==> src/rtl/qep_pkg.sv <==
// qep_pkg: shared types and constants for the QEP glitch-filter limit sequencer.
// Holds the sequencer state encoding, channel indices and the default limit width.
// Helper functions clamp degenerate cycle-count parameters and size counters.
package qep_pkg;

  // Sequencer states
  typedef enum logic [1:0] {
    IDLE    = 2'd0,
    QUIESCE = 2'd1,
    APPLY   = 2'd2,
    FLUSH   = 2'd3
  } qep_state_t;

  // Channel indices into the 3-line raw/edge vectors
  localparam int CH_A   = 0;
  localparam int CH_B   = 1;
  localparam int CH_I   = 2;
  localparam int NUM_CH = 3;

  // Default width of each filter limit
  localparam int QEP_COUNTER_WIDTH = 32;

  // A cycle count of zero behaves like one cycle.
  function automatic int clamp_min1(input int v);
    return (v < 1) ? 1 : v;
  endfunction

  function automatic int max3(input int a, input int b, input int c);
    int m;
    m = (a > b) ? a : b;
    return (m > c) ? m : c;
  endfunction

endpackage

==> src/rtl/qep_quiet_detect.sv <==
// qep_quiet_detect: edge detection on the three raw encoder lines plus the quiet counter.
// Latency: edges are combinational against the previous-cycle line values; quiet_reached is combinational.
// Backpressure: none; runs every cycle, the quiet counter only advances while run is high.
//
// Ports:
//   clk, rst_n     clock, asynchronous active-low reset
//   raw[2:0]       synchronised raw lines, indexed by CH_A/CH_B/CH_I
//   run            high while the sequencer is waiting for quiet; low holds the counter at 0
//   edges[2:0]     per-line edge this cycle (raw != previous raw)
//   any_edge       OR of edges
//   quiet_reached  QUIET_CYCLES consecutive edge-free cycles completed this cycle
module qep_quiet_detect
  import qep_pkg::*;
#(
  parameter int QUIET_CYCLES = 16,
  parameter int CNT_W        = 17
) (
  input  logic              clk,
  input  logic              rst_n,
  input  logic [NUM_CH-1:0] raw,
  input  logic              run,
  output logic [NUM_CH-1:0] edges,
  output logic              any_edge,
  output logic              quiet_reached
);

  localparam int              QEFF  = clamp_min1(QUIET_CYCLES);
  localparam logic [CNT_W-1:0] QLAST = CNT_W'(QEFF - 1);

  logic [NUM_CH-1:0] raw_z1;
  logic [CNT_W-1:0]  quiet_cnt;

  // raw_z1 resets to 0, so a line that is high out of reset shows as an edge
  // in the first cycle.
  assign edges         = raw ^ raw_z1;
  assign any_edge      = |edges;
  assign quiet_reached = run && !any_edge && (quiet_cnt == QLAST);

  always_ff @(posedge clk or negedge rst_n) begin
    if (!rst_n) begin
      raw_z1    <= '0;
      quiet_cnt <= '0;
    end else begin
      raw_z1 <= raw;
      if (!run || any_edge) begin
        quiet_cnt <= '0;
      end else if (quiet_cnt != QLAST) begin
        // Holding at QLAST keeps the counter from wrapping; the sequencer
        // leaves the wait state as soon as it gets there anyway.
        quiet_cnt <= quiet_cnt + CNT_W'(1);
      end
    end
  end

endmodule

==> src/rtl/qep_filter_sched.sv <==
// qep_filter_sched: sequences atomic limit updates for the QEP A/B/Index glitch filters.
// Latency: forced write -> limits at T+2, done at T+2+FLUSH_CYCLES; quiet write waits QUIET_CYCLES (bounded by TIMEOUT_CYCLES).
// Backpressure: cfg_ready is low for the whole sequence; an offered set is held off, never dropped.
//
// Optional feature macro: QEP_FILTER_STATS_EN (adds saturating per-line edge counters
// edge_cnt_a/b/i, cleared in the APPLY cycle).
//
// Ports:
//   clk, rst_n               clock, asynchronous active-low reset
//   cfg_valid/cfg_ready      limit-set handshake; cfg_force and cfg_lim_* sampled with it
//   cfg_force                skip the quiet wait and apply immediately
//   cfg_lim_a/b/i            new limits for channels A, B, Index
//   raw_a/b/i                synchronised, unfiltered encoder lines
//   lim_a/b/i                registered limits to the filters (only change APPLY->FLUSH)
//   flt_rst                  registered reset to the filter instances, high during FLUSH
//   busy                     high whenever the sequencer is not idle
//   apply_done               one-cycle pulse in the first idle cycle after a sequence
//   timeout_err              one-cycle pulse in the wait cycle where the timeout expired
module qep_filter_sched
  import qep_pkg::*;
#(
  parameter int                     COUNTER_WIDTH  = QEP_COUNTER_WIDTH,
  parameter logic [COUNTER_WIDTH-1:0] DEFAULT_LIM  = '0,
  parameter int                     QUIET_CYCLES   = 16,
  parameter int                     TIMEOUT_CYCLES = 65536,
  parameter int                     FLUSH_CYCLES   = 2
) (
  input  logic                     clk,
  input  logic                     rst_n,
  input  logic                     cfg_valid,
  output logic                     cfg_ready,
  input  logic                     cfg_force,
  input  logic [COUNTER_WIDTH-1:0] cfg_lim_a,
  input  logic [COUNTER_WIDTH-1:0] cfg_lim_b,
  input  logic [COUNTER_WIDTH-1:0] cfg_lim_i,
  input  logic                     raw_a,
  input  logic                     raw_b,
  input  logic                     raw_i,
  output logic [COUNTER_WIDTH-1:0] lim_a,
  output logic [COUNTER_WIDTH-1:0] lim_b,
  output logic [COUNTER_WIDTH-1:0] lim_i,
  output logic                     flt_rst,
  output logic                     busy,
  output logic                     apply_done,
  output logic                     timeout_err
`ifdef QEP_FILTER_STATS_EN
  ,
  output logic [15:0]              edge_cnt_a,
  output logic [15:0]              edge_cnt_b,
  output logic [15:0]              edge_cnt_i
`endif
);

  localparam int QEFF    = clamp_min1(QUIET_CYCLES);
  localparam int TEFF    = clamp_min1(TIMEOUT_CYCLES);
  localparam int FEFF    = clamp_min1(FLUSH_CYCLES);
  // One counter serves both the timeout (QUIESCE) and the flush length (FLUSH),
  // so it is sized for the largest terminal value.
  localparam int CNT_MAX = max3(QEFF, TEFF, FEFF);
  localparam int CNT_W   = $clog2(CNT_MAX + 1);

  localparam logic [CNT_W-1:0] TLAST = CNT_W'(TEFF - 1);
  localparam logic [CNT_W-1:0] FLAST = CNT_W'(FEFF - 1);

  qep_state_t state, state_nxt;

  logic [CNT_W-1:0]         seq_cnt;
  logic [COUNTER_WIDTH-1:0] shadow_a, shadow_b, shadow_i;
  logic [NUM_CH-1:0]        raw_vec;
  logic [NUM_CH-1:0]        edges;
  logic                     any_edge;
  logic                     quiet_reached;
  logic                     quiet_run;
  logic                     handshake;
  logic                     timeout_hit;

  assign raw_vec[CH_A] = raw_a;
  assign raw_vec[CH_B] = raw_b;
  assign raw_vec[CH_I] = raw_i;

  qep_quiet_detect #(
    .QUIET_CYCLES (QUIET_CYCLES),
    .CNT_W        (CNT_W)
  ) u_quiet (
    .clk           (clk),
    .rst_n         (rst_n),
    .raw           (raw_vec),
    .run           (quiet_run),
    .edges         (edges),
    .any_edge      (any_edge),
    .quiet_reached (quiet_reached)
  );

  // Next-state and Moore-style outputs (all derived from registered state).
  always_comb begin
    state_nxt   = state;
    cfg_ready   = 1'b0;
    busy        = 1'b1;
    quiet_run   = 1'b0;
    timeout_hit = 1'b0;
    timeout_err = 1'b0;
    handshake   = 1'b0;

    case (state)
      IDLE: begin
        cfg_ready = 1'b1;
        busy      = 1'b0;
        handshake = cfg_valid;
        if (cfg_valid) begin
          state_nxt = cfg_force ? APPLY : QUIESCE;
        end
      end
      QUIESCE: begin
        quiet_run   = 1'b1;
        timeout_hit = (seq_cnt == TLAST);
        timeout_err = timeout_hit;
        // Timeout takes priority so timeout_err is reported even when quiet
        // is reached in the same cycle.
        if (timeout_hit || quiet_reached) begin
          state_nxt = APPLY;
        end
      end
      APPLY: begin
        state_nxt = FLUSH;
      end
      FLUSH: begin
        if (seq_cnt == FLAST) begin
          state_nxt = IDLE;
        end
      end
      default: begin
        state_nxt = IDLE;
      end
    endcase
  end

  always_ff @(posedge clk or negedge rst_n) begin
    if (!rst_n) begin
      state <= IDLE;
    end else begin
      state <= state_nxt;
    end
  end

  // Sequence counter: counts wait cycles in QUIESCE and flush cycles in FLUSH,
  // cleared on every state change so each phase starts from zero.
  always_ff @(posedge clk or negedge rst_n) begin
    if (!rst_n) begin
      seq_cnt <= '0;
    end else begin
      case (state)
        QUIESCE, FLUSH: seq_cnt <= (state_nxt == state) ? seq_cnt + CNT_W'(1) : '0;
        default:        seq_cnt <= '0;
      endcase
    end
  end

  // Shadow limits are captured on the handshake and only reach the filters
  // at the end of APPLY, so all three channels switch in the same cycle.
  always_ff @(posedge clk or negedge rst_n) begin
    if (!rst_n) begin
      shadow_a <= DEFAULT_LIM;
      shadow_b <= DEFAULT_LIM;
      shadow_i <= DEFAULT_LIM;
    end else if (handshake) begin
      shadow_a <= cfg_lim_a;
      shadow_b <= cfg_lim_b;
      shadow_i <= cfg_lim_i;
    end
  end

  always_ff @(posedge clk or negedge rst_n) begin
    if (!rst_n) begin
      lim_a <= DEFAULT_LIM;
      lim_b <= DEFAULT_LIM;
      lim_i <= DEFAULT_LIM;
    end else if (state == APPLY) begin
      lim_a <= shadow_a;
      lim_b <= shadow_b;
      lim_i <= shadow_i;
    end
  end

  always_ff @(posedge clk or negedge rst_n) begin
    if (!rst_n) begin
      flt_rst    <= 1'b0;
      apply_done <= 1'b0;
    end else begin
      flt_rst    <= (state_nxt == FLUSH);
      apply_done <= (state == FLUSH) && (state_nxt == IDLE);
    end
  end

`ifdef QEP_FILTER_STATS_EN
  logic [15:0] stat_cnt [NUM_CH];

  always_ff @(posedge clk or negedge rst_n) begin
    if (!rst_n) begin
      for (int c = 0; c < NUM_CH; c++) begin
        stat_cnt[c] <= '0;
      end
    end else begin
      for (int c = 0; c < NUM_CH; c++) begin
        if (state == APPLY) begin
          stat_cnt[c] <= '0;
        end else if (edges[c] && (stat_cnt[c] != 16'hFFFF)) begin
          stat_cnt[c] <= stat_cnt[c] + 16'd1;
        end
      end
    end
  end

  assign edge_cnt_a = stat_cnt[CH_A];
  assign edge_cnt_b = stat_cnt[CH_B];
  assign edge_cnt_i = stat_cnt[CH_I];
`else
  // Per-line edges are only consumed by the statistics counters.
  logic unused_edges;
  assign unused_edges = ^edges;
`endif

endmodule

==> config.mk <==
export PLATFORM = sky130hd
export DESIGN_NAME = qep_filter_sched
export DESIGN_NICKNAME = d
export VERILOG_FILES = /design/src/rtl/qep_pkg.sv /design/src/rtl/qep_quiet_detect.sv /design/src/rtl/qep_filter_sched.sv
export SDC_FILE = /design/constraint.sdc
export NUM_CORES = 1
export LEC_CHECK = 0
export BUFFER_PORTS_ARGS = -buffer_cell sky130_fd_sc_hd__buf_4
export CAP_MARGIN = 25
export CORE_UTILIZATION = 40
export DETAILED_ROUTE_END_ITERATION = 8
export GPL_ROUTABILITY_DRIVEN = 0
export PLACE_DENSITY = 0.7
export SLEW_MARGIN = 15
export SYNTH_ARGS = -nofsm -noshare
export SYNTH_HDL_FRONTEND = slang
export SYNTH_SLANG_ARGS = --single-unit
==> constraint.sdc <==
create_clock -name clk -period 2.3 [get_ports clk]
set_clock_uncertainty 0.1 [all_clocks]
set_input_delay 0.115 -clock clk [delete_from_list [all_inputs] [get_ports clk]]
set_output_delay 0.115 -clock clk [all_outputs]
set_load 0.05 [all_outputs]
==> summary.md <==
| Metric | Value |
|---|---|
| Vias in the first global route | `about 6600` |
| Sequential area share after synthesis | `between 60% and 70%` |
| H-Tree Depth | `1` |
| CTS clk-pin slew, worst paths | `about 0.05 ns` |
| Element type at the critical path start | `flop` |
| First-pass GRT wire length | `~34000 um` |
| Area growth, synth to finish | `43.8%` |
| Drt first-iter violations | `about 210` |
| Max_slew headroom | `between 60% and 70%` |
| Root Driver | `clkbuf_16` |
| Multi-input logic area | `~3200 um^2` |
| Status | `completed` |
| CP arrival | `2.03 ns` |
| Share of cells above drive strength 1 | `49.7%` |
| Crit end category | `output port` |
| Core Util, Final | `~60%` |
| Avg Cell Area, Syn | `roughly 15 um^2` |
| Antenna Nets Post-Route | `0` |
| Max Transition Viols Final | `0` |
| Die height | `~150 um` |
| Initial antenna violation count | `0` |
| HPWL Detailed | `around 12000 um` |
| IO Port Bufs | `between 200 and 250` |
| Clk buf depth | `3` |
| Syn_nets | `between 700 and 800` |
| Tcrit/Tclk final | `~98%` |
| Clk_lat worst skew | `between 0.5 and 0.6 ns` |
| Synthesized instance count | `just over 600` |
| Diode count | `0` |
| Pin count of the biggest net entering global routing | `70` |
| Initial core utilization | `around two fifths` |
| Most frequent cells in the layout | `dfrtp_1, buf_4, mux2_2` |
| Grt total ovfl | `0` |
| Worst Path Max Fanout | `4` |
| RSZ-0062 raised after global routing | `true` |
| Via-to-Cell Ratio | `4.82` |
| Setup tns final | `0 ns` |
| Mapped Area | `9110 um^2` |
| Post-synthesis cell type count | `34` |
| Hold crit path type | `input pin to async pin` |
| Reg area | `a little under 6000 um^2` |
| Yosys reg bits | `between 200 and 250` |
| Syn. warnings | `0` |
| CTS Buf Count | `27` |
| Worst slew pin tran | `approximately 0.55 ns` |
| Final hold vios | `0` |
| Min Tclk post-route | `approximately 2.2 ns` |
| Crit path required time | `~2.1 ns` |
| Lkg Pwr | `about 6 nW` |
| Final setup violation count | `0` |
| Maxcap violations | `0` |
| CTS tree | `done` |
| Filler cell count | `~1700` |
| Die area | `between 20000 and 25000 um^2` |
| Final nets | `~1100` |
| Avg WL per Cell | `~16 um` |
| First drt pass iteration count | `5` |
| Drc violations | `0` |
| Fmax | `roughly 0.44 GHz` |
| Critical path class | `flop to output port` |
| VDD IR max | `0.000848 V` |
| Row count | `54` |
| Die Width | `around 150 um` |
| Vias | `approximately 6000` |
| Num ports | `between 200 and 250` |
| CTS sink cnt | `233` |
| Most common cell after layout, fill and taps aside | `dfrtp_1` |
| Detailed-route wire length | `20200 um` |
| Core Region | `22100 um^2` |
| Pwr dens | `approximately 1500 nW/um^2` |
| GR Util All Layers | `roughly 18%` |
[Yosys cell counts]
cell      number  share of area, %
a211o_1        1             0.096
a21oi_1        1             0.055
a22oi_4        1              0.23
a31oi_1        1             0.069
and2_1         5              0.34
and2b_2        1             0.096
and3_1         8              0.55
and4_1         1             0.096
buf_1          6              0.25
buf_2         15              0.82
buf_6          1              0.12
clkbuf_1       2             0.082
dfrtp_1      233                64
ha_1           4              0.55
inv_1          8              0.33
mux2_2       193                24
nand2_1       12              0.49
nand2b_1       1             0.069
nand3_1       13              0.71
nand4_1        4              0.27
nand4_4        1              0.23
nor2_1        41               1.7
nor2b_1        1             0.069
nor3_1         6              0.33
nor4_1         6              0.41
nor4b_1        1             0.096
nor4b_2        1              0.16
o211ai_1       1             0.082
o21ai_0        6              0.33
o31a_1         1             0.096
o41a_4         1              0.23
or2_2          1             0.069
xnor2_1       12               1.2
xor2_1        20               1.9
[metal layers]
metal | share of wire [%] | wire length (um) | up-vias | global-route usage, %
li1 | - | - | 2809 | -
met1 | 43 | 8640 | 2968 | 22.5
met2 | 47 | 9550 | 203 | 29.8
met3 | 7.3 | 1470 | 38 | 5.22
met4 | 2.8 | 573 | 0 | 5.24
met5 | 0 | 0 | - | 0
[final timing paths]
path	start	endpoint	slack [ns]	cells past startpoint
hold / removal	rst_n	shadow_i[8]	0.04	2
max in group asynchronous	rst_n	lim_b[8]	1.25	3
min in group clk	raw_b	u_quiet.raw_z1[1]	0.20	2
setup reg to reg	seq_cnt[4]	seq_cnt[8]	0.14	10
setup / recovery	seq_cnt[4]	timeout_err	0.05	6
hold reg to reg	shadow_b[14]	lim_b[14]	0.40	1
[report_power, final]
part           total [W]  leakage [nW]  internal (W)  switching [W]
Clock            0.00406         0.411       0.00244        0.00162
Sequential       0.00687          2.84       0.00592       0.000948
Combinational    0.00853          2.72       0.00353        0.00500
[metrics by stage]
step | total power, W | hold slack, ns | cells | setup WS [ns] | cell area (um^2)
finish | 0.0195 | 0.0401 | 1248 | 0.0506 | 13100
detailed placement | 0.0152 | 0.0115 | 1086 | 0.0663 | 11100
global route | 0.0204 | 0.0581 | 1248 | -0.0451 | 13100
global placement | 0.0150 | 0.0149 | 1086 | 0.160 | 11100
floorplan | 0.0126 | -0.281 | 610 | 0.0190 | 9110
CTS | 0.0196 | 0.0597 | 1240 | 0.00198 | 13000
[flip-flops by register name, indices dropped and copies added, names as in the netlist]
name               cells
lim_a                 32
lim_b                 32
lim_i                 32
shadow_a              32
shadow_b              32
shadow_i              32
seq_cnt               17
u_quiet.quiet_cnt     17
u_quiet.raw_z1         3
state                  2
apply_done             1
flt_rst                1
[what timing repair did]
item	4_1_cts	5_1_grt
hold endpoints to repair	308	0
hold buffers	103	0
buffers inserted	3	8
setup endpoints to repair	1	18
gates cloned	0	0
resized for setup	3	7
pin swaps	2	5
[critical path, stage by stage (launching register included)]
cell and delay [ns]:
dfrtp_1 0.38, nand3_1 0.15, nor4_4 0.31, and3_1 0.22
ha_2 0.19, and2_4 0.14, buf_8 0.14
[final cells by class]
| cell class | count | share of cell area [%] |
|---|---|---|
| clock buffers | 36 | 5.57 |
| clock inverters | 12 | 0.898 |
| inverters | 8 | 0.229 |
| multi-input cells | 345 | 24.2 |
| flip-flops and latches | 233 | 44.5 |
| well taps | 280 | 2.67 |
| repair buffers | 334 | 21.9 |
[kinds of logic (layout without fill, tap and decap cells)]
kind of cell    count (synthesis)  count (layout)  synth area share (%)
compound gates                 13              13                  1.20
xor+xnor                       32              32                  3.08
fa+ha+maj                       4               4                 0.549
buf+inv                        32             390                  1.61
flops                         233             233                  64.0
mux                           193             193                  23.9
simple gates                  103             103                  5.70
Note: power is estimated with default switching activity, not from simulation.
